--- src/rtl/seq_serializer.sv ---
// seq_serializer
//   Parallel-to-serial converter feeding the bit-serial sequence detector.
//   Accepts WIDTH-bit words over a valid/ready handshake and emits them one
//   bit per clock, qualified by out_valid. The consumer can stall the stream
//   with out_en. A new word can be loaded on the last-bit cycle of the current
//   one, so consecutive words stream with no idle cycle between them.
//
// Parameters:
//   WIDTH      bits per input word (2..32)
//   MSB_FIRST  1: in_data[WIDTH-1] is sent first; 0: in_data[0] is sent first
//
// Ports:
//   clk        system clock, rising edge
//   rst        synchronous, active-high reset
//   in_data    parallel word to serialize
//   in_valid   in_data is valid
//   in_ready   serializer can take a word this cycle (combinational)
//   out_en     consumer takes the current bit this cycle; 0 stalls
//   data_out   current serial bit
//   out_valid  data_out is valid
//   last_bit   data_out is the final bit of the current word
module seq_serializer #(
  parameter int unsigned WIDTH     = 8,
  parameter bit          MSB_FIRST = 1'b1
) (
  input  logic             clk,
  input  logic             rst,
  input  logic [WIDTH-1:0] in_data,
  input  logic             in_valid,
  output logic             in_ready,
  input  logic             out_en,
  output logic             data_out,
  output logic             out_valid,
  output logic             last_bit
);

  localparam int unsigned     CW       = $clog2(WIDTH);
  localparam logic [CW-1:0]   CNT_LAST = CW'(WIDTH - 1);

  typedef enum logic {
    IDLE  = 1'b0,
    SHIFT = 1'b1
  } state_t;

  state_t           state, state_nxt;
  logic [WIDTH-1:0] shreg, shreg_nxt;
  logic [CW-1:0]    cnt, cnt_nxt;
  logic [WIDTH-1:0] shreg_shifted;
  logic             at_last;
  logic             accept;

  assign at_last = (cnt == CNT_LAST);

  // Shift toward the output end with zero fill.
  assign shreg_shifted = MSB_FIRST ? {shreg[WIDTH-2:0], 1'b0}
                                   : {1'b0, shreg[WIDTH-1:1]};

  // Ready in IDLE, or on the cycle the last bit of the current word is taken,
  // which lets the next word follow without a bubble.
  always_comb begin
    in_ready = 1'b0;
    if (!rst) begin
      case (state)
        IDLE:    in_ready = 1'b1;
        SHIFT:   in_ready = out_en & at_last;
        default: in_ready = 1'b0;
      endcase
    end
  end

  assign accept = in_valid & in_ready;

  // State and datapath registers.
  always_ff @(posedge clk) begin
    if (rst) begin
      state <= IDLE;
      shreg <= '0;
      cnt   <= '0;
    end else begin
      state <= state_nxt;
      shreg <= shreg_nxt;
      cnt   <= cnt_nxt;
    end
  end

  // Next-state and datapath update.
  always_comb begin
    state_nxt = state;
    shreg_nxt = shreg;
    cnt_nxt   = cnt;
    if (accept) begin
      shreg_nxt = in_data;
      cnt_nxt   = '0;
      state_nxt = SHIFT;
    end else begin
      case (state)
        IDLE: begin
          state_nxt = IDLE;
        end
        SHIFT: begin
          if (out_en) begin
            if (at_last) begin
              // Last bit taken with no follow-on word; shreg keeps its
              // contents so data_out holds its last value while idle.
              state_nxt = IDLE;
            end else begin
              shreg_nxt = shreg_shifted;
              cnt_nxt   = cnt + 1'b1;
            end
          end
        end
        default: state_nxt = IDLE;
      endcase
    end
  end

  // Outputs are decoded from registered state only.
  always_comb begin
    out_valid = (state == SHIFT);
    data_out  = MSB_FIRST ? shreg[WIDTH-1] : shreg[0];
    last_bit  = (state == SHIFT) & at_last;
  end

endmodule

--- config.mk ---
export PLATFORM = sky130hd
export DESIGN_NAME = seq_serializer
export DESIGN_NICKNAME = d
export VERILOG_FILES = /design/src/rtl/seq_serializer.sv
export SDC_FILE = /design/constraint.sdc
export NUM_CORES = 1
export LEC_CHECK = 0
export BUFFER_PORTS_ARGS = -buffer_cell sky130_fd_sc_hd__buf_2
export CAP_MARGIN = 20
export CORE_UTILIZATION = 30
export DETAILED_ROUTE_END_ITERATION = 8
export PLACE_DENSITY = 0.55
export SLEW_MARGIN = 0
export SYNTH_ARGS = -nofsm -noshare
export SYNTH_HDL_FRONTEND = slang
export SYNTH_SLANG_ARGS = --single-unit
--- constraint.sdc ---
create_clock -name clk -period 1.94 [get_ports clk]
set_input_delay 0 -clock clk [delete_from_list [all_inputs] [get_ports clk]]
set_output_delay 0 -clock clk [all_outputs]
set_load 0.02 [all_outputs]
==> results of run 1 <==
worst max-delay path by stage:
| stage | slack, ns | depth (start not counted) | start | end |
|---|---|---|---|---|
| 2_1_floorplan | 0.46 | 6 | cnt[0]$_SDFFE_PP0P_ | shreg[4]$_SDFFE_PP0P_ |
| 3_5_place_dp | 0.23 | 5 | cnt[0]$_SDFFE_PP0P_ | shreg[5]$_SDFFE_PP0P_ |
| 5_1_grt | 0.07 | 5 | cnt[0]$_SDFFE_PP0P_ | shreg[6]$_SDFFE_PP0P_ |
| 4_1_cts | 0.16 | 5 | cnt[0]$_SDFFE_PP0P_ | shreg[6]$_SDFFE_PP0P_ |
| 6_report | 0.19 | 5 | cnt[0]$_SDFFE_PP0P_ | shreg[6]$_SDFFE_PP0P_ |
| 3_3_place_gp | 0.26 | 5 | cnt[0]$_SDFFE_PP0P_ | shreg[4]$_SDFFE_PP0P_ |
power by group:
group | switching, uW | leakage (uW) | internal [uW] | total [uW]
registers | 8.22 | 0.0000983 | 260 | 268
logic | 46.7 | 0.000171 | 34.7 | 81.5
clock network | 93.0 | 0.0000210 | 114 | 207
state kept, by name, indices dropped and copies added, names as in the netlist:
| name | cells |
|---|---|
| cnt | 3 |
| out_valid | 1 |
| shreg | 8 |
layout make-up:
cell class	count	area, um2
fill	199	1090
sequential	12	240
clock buffer	4	36.3
multi-input combinational	49	333
tap	25	31.3
timing repair buffer	17	92.6
what timing repair did:
item / in CTS / in global routing
hold endpoints to repair: 1 / 0
resized for setup: 0 / 0
hold buffers: 1 / 0
per-stage QoR:
stage / setup WS, ns / std cells / util / total power, uW / hold WS, ns
4_1_cts: 0.156 / 107 / 0.403 / 559 / 0.0562
6_report: 0.190 / 107 / 0.403 / 557 / 0.0566
2_1_floorplan: 0.456 / 66 / - / 330 / 0.0721
3_3_place_gp: 0.258 / 102 / 0.377 / 353 / 0.270
5_1_grt: 0.0651 / 107 / 0.403 / 579 / 0.0664
3_5_place_dp: 0.228 / 102 / 0.377 / 354 / 0.272
tightest hold or removal path: stages:
cell and delay [ns]:
sky130_fd_sc_hd__buf_2 0.09, sky130_fd_sc_hd__or3b_1 0.15, sky130_fd_sc_hd__a21oi_1 0.05
routing by layer:
layer,vias up,wire (um),global-route usage,share of wire
met5,-,0,0,0
met4,0,15,0.0343,0.011
met3,5,89,0.0615,0.066
met2,23,588,0.228,0.43
met1,244,658,0.185,0.49
li1,269,-,-,-
placed cells by master (no fill, tap or decap):
master,count
sky130_fd_sc_hd__dfxtp_1,12
sky130_fd_sc_hd__or2_1,1
sky130_fd_sc_hd__a21boi_2,1
sky130_fd_sc_hd__or3b_1,1
sky130_fd_sc_hd__nor3_1,10
sky130_fd_sc_hd__clkbuf_4,3
sky130_fd_sc_hd__buf_4,1
sky130_fd_sc_hd__nand2b_4,1
sky130_fd_sc_hd__a311oi_1,3
sky130_fd_sc_hd__nor2_1,4
sky130_fd_sc_hd__nand3b_1,1
sky130_fd_sc_hd__buf_2,15
sky130_fd_sc_hd__ha_1,2
sky130_fd_sc_hd__a21oi_1,1
sky130_fd_sc_hd__nand2_1,14
sky130_fd_sc_hd__xnor2_1,1
sky130_fd_sc_hd__o211ai_1,1
sky130_fd_sc_hd__dlygate4sd3_1,1
sky130_fd_sc_hd__clkbuf_8,1
sky130_fd_sc_hd__mux2i_1,2
sky130_fd_sc_hd__a311oi_2,4
sky130_fd_sc_hd__and3b_1,1
sky130_fd_sc_hd__and2_1,1
cell families (layout without fill, tap and decap cells):
group                    Yosys count  in the layout  synth area share
buffers and inverters              5             21            0.0595
AO/OA/AOI/OAI                     10             10             0.181
AND/OR/NAND/NOR                   34             34             0.277
flip-flops                        12             12             0.394
XOR/XNOR                           1              1            0.0144
adder cells (fa/ha/maj)            2              2            0.0411
multiplexers                       2              2            0.0329
==> results_tabular.tex, run 1 <==
\begin{tabular}{lr}
\hline
Metric & Value \\
\hline
\multicolumn{2}{l}{\textbf{Clock network}} \\
\quad Number of buffers created by CTS & 3 \\
\quad Number of clock sinks & 12 \\
\quad Buffers from clock root to sink, at most & 2 \\
\quad Clock insertion delay at the later pin of the skew report & 0.28 ns \\
\quad TritonCTS clock tree & yes \\
\quad Clock transition at the register clock pins on the worst setup and hold paths after CTS & 0.09 ns \\
\quad H-tree level count & 1 \\
\quad Number of post-CTS setup repair buffers & 0 \\
\quad Clock root buffer & sky130\_fd\_sc\_hd\_\_clkbuf\_4 \\
\multicolumn{2}{l}{\textbf{Pwr}} \\
\quad VDD IR max & between 400 and 500 uV \\
\quad Leakage dissipation & just under 0.0003 uW \\
\quad PwrDens & 760 mW/mm2 \\
\multicolumn{2}{l}{\textbf{Finish}} \\
\quad Nets@finish & 97 \\
\quad Number of antenna diodes & 0 \\
\quad Post-route cell area & 733 um2 \\
\quad Growth of design area from synthesis to finish & 20.3\% \\
\quad Layout cells sized above 1 & 0.317 \\
\multicolumn{2}{l}{\textbf{Worst setup path}} \\
\quad Standard cell with the maximum stage delay on the critical path & sky130\_fd\_sc\_hd\_\_and3b\_1 \\
\quad Type of origin of the critical path & flop \\
\quad Arrival time reported for the critical path endpoint & 1.93 ns \\
\quad Maximum single-stage delay on the critical path & around 0.48 ns \\
\quad Buffering stage count on the worst path with inverters included & 0 \\
\quad Destination of the worst register-to-register timing path & shreg[6]\$\_SDFFE\_PP0P\_ \\
\quad Critical register-to-register path startpoint & cnt[0]\$\_SDFFE\_PP0P\_ \\
\quad Endpoint required time on the critical path & 2.12 ns \\
\quad Crit-path cells & ha\_1 > ha\_1 > and3b\_1 > nand2\_1 > a311oi\_2 \\
\quad Kind of cell adding the most delay to the critical path & simple AND/OR/NAND/NOR gates \\
\quad Setup Crit Path Kind & flop to flop \\
\quad Kind of capture point of the worst setup path & flop \\
\quad Most frequent CP cell & sky130\_fd\_sc\_hd\_\_ha\_1 \\
\quad Maximum fanout encountered on the critical timing path & 10 \\
\quad Depth of the worst register-to-register path & 5 \\
\quad R2R Setup Slk & 0.19 ns \\
\multicolumn{2}{l}{\textbf{Global routing}} \\
\quad All-Layer GR Usage & 0.145 \\
\quad Residual overflow from global routing & 0 \\
\quad Via count of the first global-routing pass & 474 \\
\quad Largest net degree at the start of global routing & 15 \\
\quad Global-route wire length before repair & 2160 um \\
\quad Antenna violations before repair & 0 \\
\multicolumn{2}{l}{\textbf{Synthesis}} \\
\quad Area share of the largest cell type after synthesis & 0.394 \\
\quad Number of enable-type register cells in the synthesized netlist & 0 \\
\quad Async S/R FF share, synth & 0 \\
\quad Sequential-to-total area share from yosys stat & 0.394 \\
\quad Primary flip-flop cell chosen by synthesis mapping & sky130\_fd\_sc\_hd\_\_dfxtp\_1 \\
\quad Post-synthesis sequential element count & 12 \\
\quad Cell area after synthesis & 609 um2 \\
\quad Number of warnings printed during yosys synthesis & 0 \\
\quad Synthesized area per cell & 9.23 um2 \\
\quad Library cell occupying the most area in the post-synthesis netlist & sky130\_fd\_sc\_hd\_\_dfxtp\_1 \\
\quad Gate count after technology mapping & 66 \\
\quad Most area-consuming cells after synthesis & sky130\_fd\_sc\_hd\_\_dfxtp\_1, sky130\_fd\_sc\_hd\_\_a311oi\_2, sky130\_fd\_sc\_hd\_\_nand2\_1 \\
\quad Number of distinct standard cells referenced by the synthesized netlist & 21 \\
\quad Most repeated cell in the gate-level netlist after synthesis & sky130\_fd\_sc\_hd\_\_nand2\_1 \\
\quad Synthesized net count & 80 \\
\quad Most used standard cells in the synthesized netlist & sky130\_fd\_sc\_hd\_\_nand2\_1, sky130\_fd\_sc\_hd\_\_dfxtp\_1, sky130\_fd\_sc\_hd\_\_nor3\_1 \\
\multicolumn{2}{l}{\textbf{Floorplanning}} \\
\quad Row cnt & 15 \\
\quad Horiz. Die Dim & 47.1 um \\
\quad Top-level I/O count & 16 \\
\quad Area of the die & 0.00222 mm2 \\
\quad Die H & $\sim$47 um \\
\quad Initial Util & 0.335 \\
\quad Core Box Area & around 0.0018 mm2 \\
\multicolumn{2}{l}{\textbf{STA}} \\
\quad Unrepaired setup endpoints after global routing & false \\
\quad Worst slew margin relative to its limit & 0.724 \\
\quad Maximum clock skew at final layout & 0.0115 ns \\
\quad Highest Clock Rate & 572 MHz \\
\quad Final Critical Period & 1.75 ns \\
\quad Total Negative Setup Slacks & 0 ns \\
\quad Post-route fraction of the period consumed by the critical path & 0.902 \\
\quad Number of pins exceeding their max-slew limit in the final report & 0 \\
\quad Final number of setup-violating endpoints & 0 \\
\quad Number of endpoints with negative hold slack in the final report & 0 \\
\quad Slew at the pin closest to its max-slew limit & 0.414 ns \\
\multicolumn{2}{l}{\textbf{Route}} \\
\quad Drc violations & 0 \\
\quad Total routed wirelength & 1350 um \\
\quad Number of detailed-route iterations in the first pass & 4 \\
\quad First-iteration detailed-routing DRC count & 21 \\
\quad Detailed-route vias per instance & 5.06 \\
\quad Vias & 541 \\
\quad Final antenna-violating net count & 0 \\
\quad Average wire per cell in the routed design & 12.6 um \\
\multicolumn{2}{l}{\textbf{Place}} \\
\quad Final RePlAce weighted congestion & 0.733 \\
\quad IO buf count & 15 \\
\quad DP HPWL & 901 um \\
\quad Placed cell area & 687 um2 \\
\multicolumn{2}{l}{\textbf{Flow run}} \\
\quad Max capacitance violation total & 0 \\
\multicolumn{2}{l}{\textbf{Worst hold path}} \\
\quad Worst-case hold path end point & shreg[0]\$\_SDFFE\_PP0P\_ \\
\quad Instance count along the most critical hold path & 3 \\
\quad Worst min-delay path startpoint & in\_data[0] \\
\quad Class of the most critical hold timing path & input port to flop \\
\multicolumn{2}{l}{\textbf{Outcome}} \\
\quad Result of the run & finished, final reports clean \\
\hline
\end{tabular}
Note: power is estimated with default switching activity, not from simulation.
==> run 2: changes to the inputs <==
--- a/config.mk
+++ b/config.mk
@@ -10,6 +10,7 @@
 export CORE_UTILIZATION = 30
 export DETAILED_ROUTE_END_ITERATION = 8
 export PLACE_DENSITY = 0.55
+export REMOVE_ABC_BUFFERS = 1
 export SLEW_MARGIN = 0
 export SYNTH_ARGS = -nofsm -noshare
 export SYNTH_HDL_FRONTEND = slang
==> run 2 against run 1 <==
Sequential cell count is the same. Worst setup slack gained 0.053 ns. Hold slack gained 0.0064 ns. Register-to-register slack gained 0.05 ns. Sequential share of layout area is the same. Utilization is the same. Combinational power shrank 2%. Fmax grew 3.1%. Critical path depth is the same. Via count shrank 0.37%. Non-clock buffer count is the same. First-iteration DRC count shrank 33%. Critical endpoint is now shreg[5]$_SDFFE_PP0P_. Highest routed layer unchanged.
==> results_tabular.tex, run 2 (synthesis results as in run 1) <==
\begin{tabular}{lr}
\hline
Metric & Value \\
\hline
\multicolumn{2}{l}{\textbf{Finish}} \\
\quad Final standard cell count with taps included and fillers excluded & 107 (unchanged) \\
\quad Nets@finish & 97 (unchanged) \\
\quad Most flops, register & shreg \\
\quad Most common cell after layout, fill and taps aside & sky130\_fd\_sc\_hd\_\_buf\_2 \\
\quad Layout cells sized above 1 & 0.317 (unchanged) \\
\quad Most frequent cells in the layout & sky130\_fd\_sc\_hd\_\_buf\_2, sky130\_fd\_sc\_hd\_\_nand2\_1, sky130\_fd\_sc\_hd\_\_dfxtp\_1, sky130\_fd\_sc\_hd\_\_nor3\_1 \\
\quad Max FFs per register & 8 (unchanged) \\
\quad Number of antenna diodes & 0 (unchanged) \\
\quad Growth of design area from synthesis to finish & 20.3\% (unchanged) \\
\quad Fillers & 210 (+5.5\%) \\
\multicolumn{2}{l}{\textbf{Outcome}} \\
\quad Result of the run & finished, final reports clean \\
\multicolumn{2}{l}{\textbf{Floorplanning}} \\
\quad Area of the die & 0.00222 mm2 (unchanged) \\
\quad Top-level I/O count & 16 (unchanged) \\
\quad Horiz. Die Dim & 47.1 um (unchanged) \\
\quad Die H & 47.1 um (unchanged) \\
\quad Initial Util & 0.335 (unchanged) \\
\quad Core Box Area & 0.00182 mm2 (unchanged) \\
\quad Row cnt & 15 (unchanged) \\
\multicolumn{2}{l}{\textbf{STA}} \\
\quad Worst Setup Slack, final & 0.243 ns (+0.0531 ns) \\
\quad Final number of setup-violating endpoints & 0 (unchanged) \\
\quad Final Critical Period & 1.70 ns (-0.0531 ns) \\
\quad Unrepaired setup endpoints after global routing & false \\
\quad Number of pins exceeding their max-slew limit in the final report & 0 (unchanged) \\
\quad Slew at the pin closest to its max-slew limit & 0.410 ns (-0.00367 ns) \\
\quad Maximum clock skew at final layout & 0.00418 ns (-0.00732 ns) \\
\quad Highest Clock Rate & 589 MHz (+3.1\%) \\
\quad Post-route fraction of the period consumed by the critical path & 0.874 (-0.0273) \\
\quad Worst slew margin relative to its limit & 0.726 (+0.00245) \\
\quad Number of endpoints with negative hold slack in the final report & 0 (unchanged) \\
\quad Total Negative Setup Slacks & 0 ns (unchanged) \\
\quad Hold Slack & 0.0630 ns (+0.00644 ns) \\
\multicolumn{2}{l}{\textbf{Worst setup path}} \\
\quad Standard cell with the maximum stage delay on the critical path & sky130\_fd\_sc\_hd\_\_and3b\_1 \\
\quad Count of cell instances traversed by the critical path & 5 (unchanged) \\
\quad Buffering stage count on the worst path with inverters included & 0 (unchanged) \\
\quad Critical register-to-register path startpoint & cnt[0]\$\_SDFFE\_PP0P\_ \\
\quad Endpoint required time on the critical path & 2.13 ns (about the same) \\
\quad Setup Crit Path Kind & flop to flop \\
\quad Most frequent CP cell & sky130\_fd\_sc\_hd\_\_ha\_1 \\
\quad Depth of the worst register-to-register path & 5 (unchanged) \\
\quad Maximum single-stage delay on the critical path & 0.48 ns (about the same) \\
\quad Arrival time reported for the critical path endpoint & 1.88 ns (-0.05 ns) \\
\quad Maximum fanout encountered on the critical timing path & 10 (unchanged) \\
\quad Kind of cell adding the most delay to the critical path & simple AND/OR/NAND/NOR gates \\
\quad Crit-path cells & ha\_1 > ha\_1 > and3b\_1 > nand2\_1 > a311oi\_2 \\
\quad Kind of capture point of the worst setup path & flop \\
\quad Startpoint of the most critical setup path & cnt[0]\$\_SDFFE\_PP0P\_ \\
\quad Type of origin of the critical path & flop \\
\multicolumn{2}{l}{\textbf{Pwr}} \\
\quad PwrDens & 746 mW/mm2 (-1.9\%) \\
\quad VDD IR max & 360 uV (-19\%) \\
\quad Leakage dissipation & 0.000290 uW (unchanged) \\
\quad PnR Total Power & 547 uW (-1.9\%) \\
\multicolumn{2}{l}{\textbf{Flow run}} \\
\quad Max capacitance violation total & 0 (unchanged) \\
\multicolumn{2}{l}{\textbf{Clock network}} \\
\quad H-tree level count & 1 (unchanged) \\
\quad Number of gates resized after cts & 0 (unchanged) \\
\quad TritonCTS clock tree & yes \\
\quad Number of post-CTS setup repair buffers & 0 (unchanged) \\
\quad Clock root buffer & sky130\_fd\_sc\_hd\_\_clkbuf\_4 \\
\quad Number of buffers created by CTS & 3 (unchanged) \\
\quad Clock insertion delay at the later pin of the skew report & 0.27 ns (about the same) \\
\quad Number of clock sinks & 12 (unchanged) \\
\quad Buffers from clock root to sink, at most & 2 (unchanged) \\
\quad Clock transition at the register clock pins on the worst setup and hold paths after CTS & 0.08 ns (about the same) \\
\multicolumn{2}{l}{\textbf{Place}} \\
\quad Placed cells & 102 (unchanged) \\
\quad DP HPWL & 844 um (-6.3\%) \\
\quad Pre-CTS setup slack & 0.262 ns (+0.0338 ns) \\
\quad Final RePlAce weighted congestion & 0.682 (-7.0\%) \\
\quad IO buf count & 15 (unchanged) \\
\multicolumn{2}{l}{\textbf{Route}} \\
\quad Number of detailed-route iterations in the first pass & 4 (unchanged) \\
\quad Drc violations & 0 (unchanged) \\
\quad Total routed wirelength & 1230 um (-9.1\%) \\
\quad Vias & 539 (-0.37\%) \\
\quad Average wire per cell in the routed design & 11.5 um (-9.1\%) \\
\quad Detailed-route vias per instance & 5.04 (-0.37\%) \\
\quad First-iteration detailed-routing DRC count & 14 (-33\%) \\
\quad Final antenna-violating net count & 0 (unchanged) \\
\multicolumn{2}{l}{\textbf{Global routing}} \\
\quad Antenna violations before repair & 0 (unchanged) \\
\quad All-Layer GR Usage & 0.132 (-0.0130) \\
\quad Residual overflow from global routing & 0 (unchanged) \\
\quad Largest net degree at the start of global routing & 15 (unchanged) \\
\quad Via count of the first global-routing pass & 449 (-5.3\%) \\
\quad Global-route wire length before repair & 2050 um (-5.1\%) \\
\multicolumn{2}{l}{\textbf{Worst hold path}} \\
\quad Instance count along the most critical hold path & 3 (unchanged) \\
\quad Class of the most critical hold timing path & input port to flop \\
\quad Worst min-delay path startpoint & in\_data[0] \\
\hline
\end{tabular}
-- run 2: area by class of cell --
class                   instances  area [um2]  share of cell area
multi-input cells              49         333               0.454
flip-flops and latches         12         240               0.328
repair buffers                 17        92.6               0.126
clock buffers                   4        36.3              0.0495
well taps                      25        31.3              0.0427
-- run 2: repair_timing --
item	in CTS	in global routing
setup endpoints to repair	0	0
hold buffers	1	0
hold endpoints to repair	1	0
-- run 2: final timing paths --
path,slack [ns],end
max,0.24,shreg[5]$_SDFFE_PP0P_
min,0.06,shreg[0]$_SDFFE_PP0P_
max reg2reg,0.24,shreg[5]$_SDFFE_PP0P_
min reg2reg,0.49,shreg[2]$_SDFFE_PP0P_
-- run 2: routing by layer --
metal / share of wire / GRT usage / vias up
met2: 0.46 / 0.203 / 15
li1: - / - / 273
met1: 0.48 / 0.170 / 249
met5: 0 / 0 / -
met3: 0.056 / 0.0577 / 2
met4: 0.0049 / 0.0343 / 0
-- run 2: per-stage QoR --
| stage | util | instance area, um2 |
|---|---|---|
| finish | 0.403 | 733 |
| global route | 0.403 | 733 |
| CTS | 0.403 | 733 |
| detailed placement | 0.377 | 687 |
| global placement | 0.377 | 687 |
| floorplan | - | 573 |
-- run 2: power breakdown --
| group | internal, uW | leakage, uW | switching (uW) |
|---|---|---|---|
| clock network | 114 | 0.0000210 | 84.9 |
| logic | 34.7 | 0.000171 | 45.4 |
| registers | 260 | 0.0000983 | 7.81 |
| total | 409 | 0.000290 | 138 |
-- run 2: tightest hold or removal path, cell delays in order --
cell and delay (ns):
sky130_fd_sc_hd__buf_2 0.09, sky130_fd_sc_hd__or3b_1 0.14, sky130_fd_sc_hd__a21oi_1 0.05
==> run 3: changes to the inputs <==
--- a/config.mk
+++ b/config.mk
@@ -10,6 +10,7 @@
 export CORE_UTILIZATION = 30
 export DETAILED_ROUTE_END_ITERATION = 8
 export PLACE_DENSITY = 0.55
+export RECOVER_POWER = 100
 export REMOVE_ABC_BUFFERS = 1
 export SLEW_MARGIN = 0
 export SYNTH_ARGS = -nofsm -noshare
==> run 3 against run 2 <==
Critical path depth unchanged. Final cell count unchanged. Final area down 2.0%. Critical endpoint unchanged. Clock-buffer cell count unchanged. Register-to-register slack improved by 0.02 ns. Sequential cell count stayed put. Die area is the same. Routed wire length is 1.1% lower.
==> results_tabular.tex, run 3 (synthesis results as in run 1) <==
\begin{tabular}{lr}
\hline
Metric & Value \\
\hline
\multicolumn{2}{l}{\textbf{Clock network}} \\
\quad Buffers from clock root to sink, at most & 2 (unchanged) \\
\quad TritonCTS clock tree & yes \\
\quad Number of post-CTS setup repair buffers & 0 (unchanged) \\
\quad H-tree level count & 1 (unchanged) \\
\quad Number of clock sinks & 12 (unchanged) \\
\quad Number of gates resized after cts & 0 (unchanged) \\
\quad Number of buffers created by CTS & 3 (unchanged) \\
\quad Clock transition at the register clock pins on the worst setup and hold paths after CTS & 0.08 ns (about the same) \\
\quad Clock root buffer & sky130\_fd\_sc\_hd\_\_clkbuf\_4 \\
\quad Clock insertion delay at the later pin of the skew report & 0.27 ns (about the same) \\
\multicolumn{2}{l}{\textbf{Worst setup path}} \\
\quad Setup Crit Path Kind & flop to flop \\
\quad Arrival time reported for the critical path endpoint & 1.86 ns (-0.02 ns) \\
\quad Destination of the worst register-to-register timing path & shreg[5]\$\_SDFFE\_PP0P\_ \\
\quad Type of origin of the critical path & flop \\
\quad Startpoint of the most critical setup path & cnt[0]\$\_SDFFE\_PP0P\_ \\
\quad Critical register-to-register path startpoint & cnt[0]\$\_SDFFE\_PP0P\_ \\
\quad Maximum fanout encountered on the critical timing path & 10 (unchanged) \\
\quad Depth of the worst register-to-register path & 5 (unchanged) \\
\quad Kind of capture point of the worst setup path & flop \\
\quad R2R Setup Slk & 0.26 ns (+0.02 ns) \\
\quad Endpoint required time on the critical path & 2.12 ns (about the same) \\
\multicolumn{2}{l}{\textbf{STA}} \\
\quad Unrepaired setup endpoints after global routing & false \\
\quad Final Critical Period & 1.68 ns (-0.0182 ns) \\
\quad Final number of setup-violating endpoints & 0 (unchanged) \\
\quad Maximum clock skew at final layout & 0.000937 ns (-0.00324 ns) \\
\quad Number of pins exceeding their max-slew limit in the final report & 0 (unchanged) \\
\quad Number of endpoints with negative hold slack in the final report & 0 (unchanged) \\
\quad Post-route fraction of the period consumed by the critical path & 0.865 (-0.00938) \\
\quad Worst slew margin relative to its limit & 0.725 (-0.00121) \\
\quad Slew at the pin closest to its max-slew limit & 0.412 ns (+0.00181 ns) \\
\quad Highest Clock Rate & 596 MHz (+1.1\%) \\
\quad Total Negative Setup Slacks & 0 ns (unchanged) \\
\multicolumn{2}{l}{\textbf{Pwr}} \\
\quad Net switching power & 135 uW (-2.3\%) \\
\quad PwrDens & 754 mW/mm2 (+1.0\%) \\
\quad Relative contribution of combinational cells to total power & 0.141 (-0.005) \\
\quad Leakage dissipation & 0.000272 uW (-6.0\%) \\
\quad Relative contribution of sequential cells to total power & 0.495 (+0.005) \\
\quad Power share of the clock group & 0.363 (about the same) \\
\quad PnR Total Power & 541 uW (-1.1\%) \\
\quad Cell-internal power & 406 uW (-0.62\%) \\
\quad Switching share of total power & 0.249 (-0.00325) \\
\quad VDD IR max & 360 uV (about the same) \\
\multicolumn{2}{l}{\textbf{Route}} \\
\quad Drc violations & 0 (unchanged) \\
\quad Average wire per cell in the routed design & 11.4 um (-1.1\%) \\
\quad First-iteration detailed-routing DRC count & 10 (-4) \\
\quad Met3 layer wire length in the routed design & 59 um (-14\%) \\
\quad Met1 WL & 595 um (+0.51\%) \\
\quad Final antenna-violating net count & 0 (unchanged) \\
\quad Uppermost layer routed & met4 \\
\quad Total routed wirelength & 1220 um (-1.1\%) \\
\quad Vias & 524 (-2.8\%) \\
\quad Number of detailed-route iterations in the first pass & 4 (unchanged) \\
\quad Met2 Wirelength & 555 um (-0.89\%) \\
\quad Detailed-route vias per instance & 4.90 (-2.8\%) \\
\multicolumn{2}{l}{\textbf{Finish}} \\
\quad Nets@finish & 97 (unchanged) \\
\quad FF+latch area & 240 um2 (unchanged) \\
\quad Max FFs per register & 8 (unchanged) \\
\quad Growth of design area from synthesis to finish & 17.9\% \\
\quad Most frequent cells in the layout & sky130\_fd\_sc\_hd\_\_nand2\_1, sky130\_fd\_sc\_hd\_\_dfxtp\_1, sky130\_fd\_sc\_hd\_\_buf\_2, sky130\_fd\_sc\_hd\_\_nor3\_1 \\
\quad Layout cells sized above 1 & 0.244 (-0.0732) \\
\quad Fillers & 212 (+0.95\%) \\
\quad Post-route cell area & 718 um2 (-2.0\%) \\
\quad Most common cell after layout, fill and taps aside & sky130\_fd\_sc\_hd\_\_nand2\_1 \\
\quad Multi-input gate area & 323 um2 (-3.0\%) \\
\quad Number of antenna diodes & 0 (unchanged) \\
\quad Most flops, register & shreg \\
\multicolumn{2}{l}{\textbf{Global routing}} \\
\quad Via count of the first global-routing pass & 449 (unchanged) \\
\quad All-Layer GR Usage & 0.132 (unchanged) \\
\quad Global-route wire length before repair & 2050 um (unchanged) \\
\quad Largest net degree at the start of global routing & 15 (unchanged) \\
\quad Residual overflow from global routing & 0 (unchanged) \\
\quad Antenna violations before repair & 0 (unchanged) \\
\multicolumn{2}{l}{\textbf{Place}} \\
\quad Placed cell area & 687 um2 (unchanged) \\
\quad IO buf count & 15 (unchanged) \\
\quad DP HPWL & 844 um (unchanged) \\
\quad Final RePlAce weighted congestion & 0.682 (unchanged) \\
\multicolumn{2}{l}{\textbf{Floorplanning}} \\
\quad Initial Util & 0.335 (unchanged) \\
\quad Horiz. Die Dim & 47.1 um (unchanged) \\
\quad Top-level I/O count & 16 (unchanged) \\
\quad Core Box Area & 0.00182 mm2 (unchanged) \\
\quad Die H & 47.1 um (unchanged) \\
\quad Row cnt & 15 (unchanged) \\
\quad Area of the die & 0.00222 mm2 (unchanged) \\
\multicolumn{2}{l}{\textbf{Flow run}} \\
\quad Max capacitance violation total & 0 (unchanged) \\
\multicolumn{2}{l}{\textbf{Worst hold path}} \\
\quad Class of the most critical hold timing path & input port to flop \\
\quad Instance count along the most critical hold path & 3 (unchanged) \\
\quad Worst-case hold path end point & shreg[0]\$\_SDFFE\_PP0P\_ \\
\quad Worst min-delay path startpoint & in\_data[0] \\
\multicolumn{2}{l}{\textbf{Outcome}} \\
\quad Result of the run & finished, final reports clean \\
\hline
\end{tabular}
==> run 3: how the worst max path moves through the flow <==
stage	end	slack, ns
after floorplan	shreg[4]$_SDFFE_PP0P_	0.34
after global placement	shreg[5]$_SDFFE_PP0P_	0.29
after detailed placement	shreg[5]$_SDFFE_PP0P_	0.26
after CTS	shreg[5]$_SDFFE_PP0P_	0.24
after global routing	in_ready	0.11
final	shreg[5]$_SDFFE_PP0P_	0.26
==> run 3: stage by stage <==
step	instances	hold WS [ns]	setup WS, ns	util
floorplan	61	0.0679	0.336	-
global placement	102	0.262	0.285	0.377
detailed placement	102	0.280	0.262	0.377
CTS	107	0.0576	0.235	0.403
global route	107	0.0576	0.107	0.395
finish	107	0.0625	0.262	0.395
==> run 3: repair_timing <==
item / 4_1_cts / 5_1_grt
endpoints found under the setup margin: 0 / 0
endpoints found under the hold margin: 1 / 0
hold buffers: 1 / 0
==> run 3: cell type report <==
cell class | instances | area share
clock buffer | 4 | 0.0505
multi-input combinational | 49 | 0.449
sequential | 12 | 0.334
tap | 25 | 0.0436
timing repair buffer | 17 | 0.122
==> run 3: per-layer routing <==
| layer | vias up | global-route usage |
|---|---|---|
| li1 | 271 | - |
| met1 | 240 | 0.170 |
| met2 | 11 | 0.203 |
| met3 | 2 | 0.0577 |
| met4 | 0 | 0.0343 |
| met5 | - | 0 |
==> run 3: power groups by stage <==
stage / combinational (uW) / sequential, uW / clock [uW]
after floorplan: 44.0 / 276 / 0
after global placement: 78.8 / 274 / 0
after detailed placement: 79.5 / 274 / 0
after CTS: 81.6 / 268 / 208
after global routing: 85.9 / 270 / 219
final: 76.5 / 268 / 197
==> run 3: worst max-delay path: stages, from the launching register on <==
cell	delay (ns)
sky130_fd_sc_hd__dfxtp_1	0.33
sky130_fd_sc_hd__ha_1	0.19
sky130_fd_sc_hd__ha_1	0.21
sky130_fd_sc_hd__and3b_1	0.48
sky130_fd_sc_hd__nand2_1	0.12
sky130_fd_sc_hd__a311oi_2	0.27
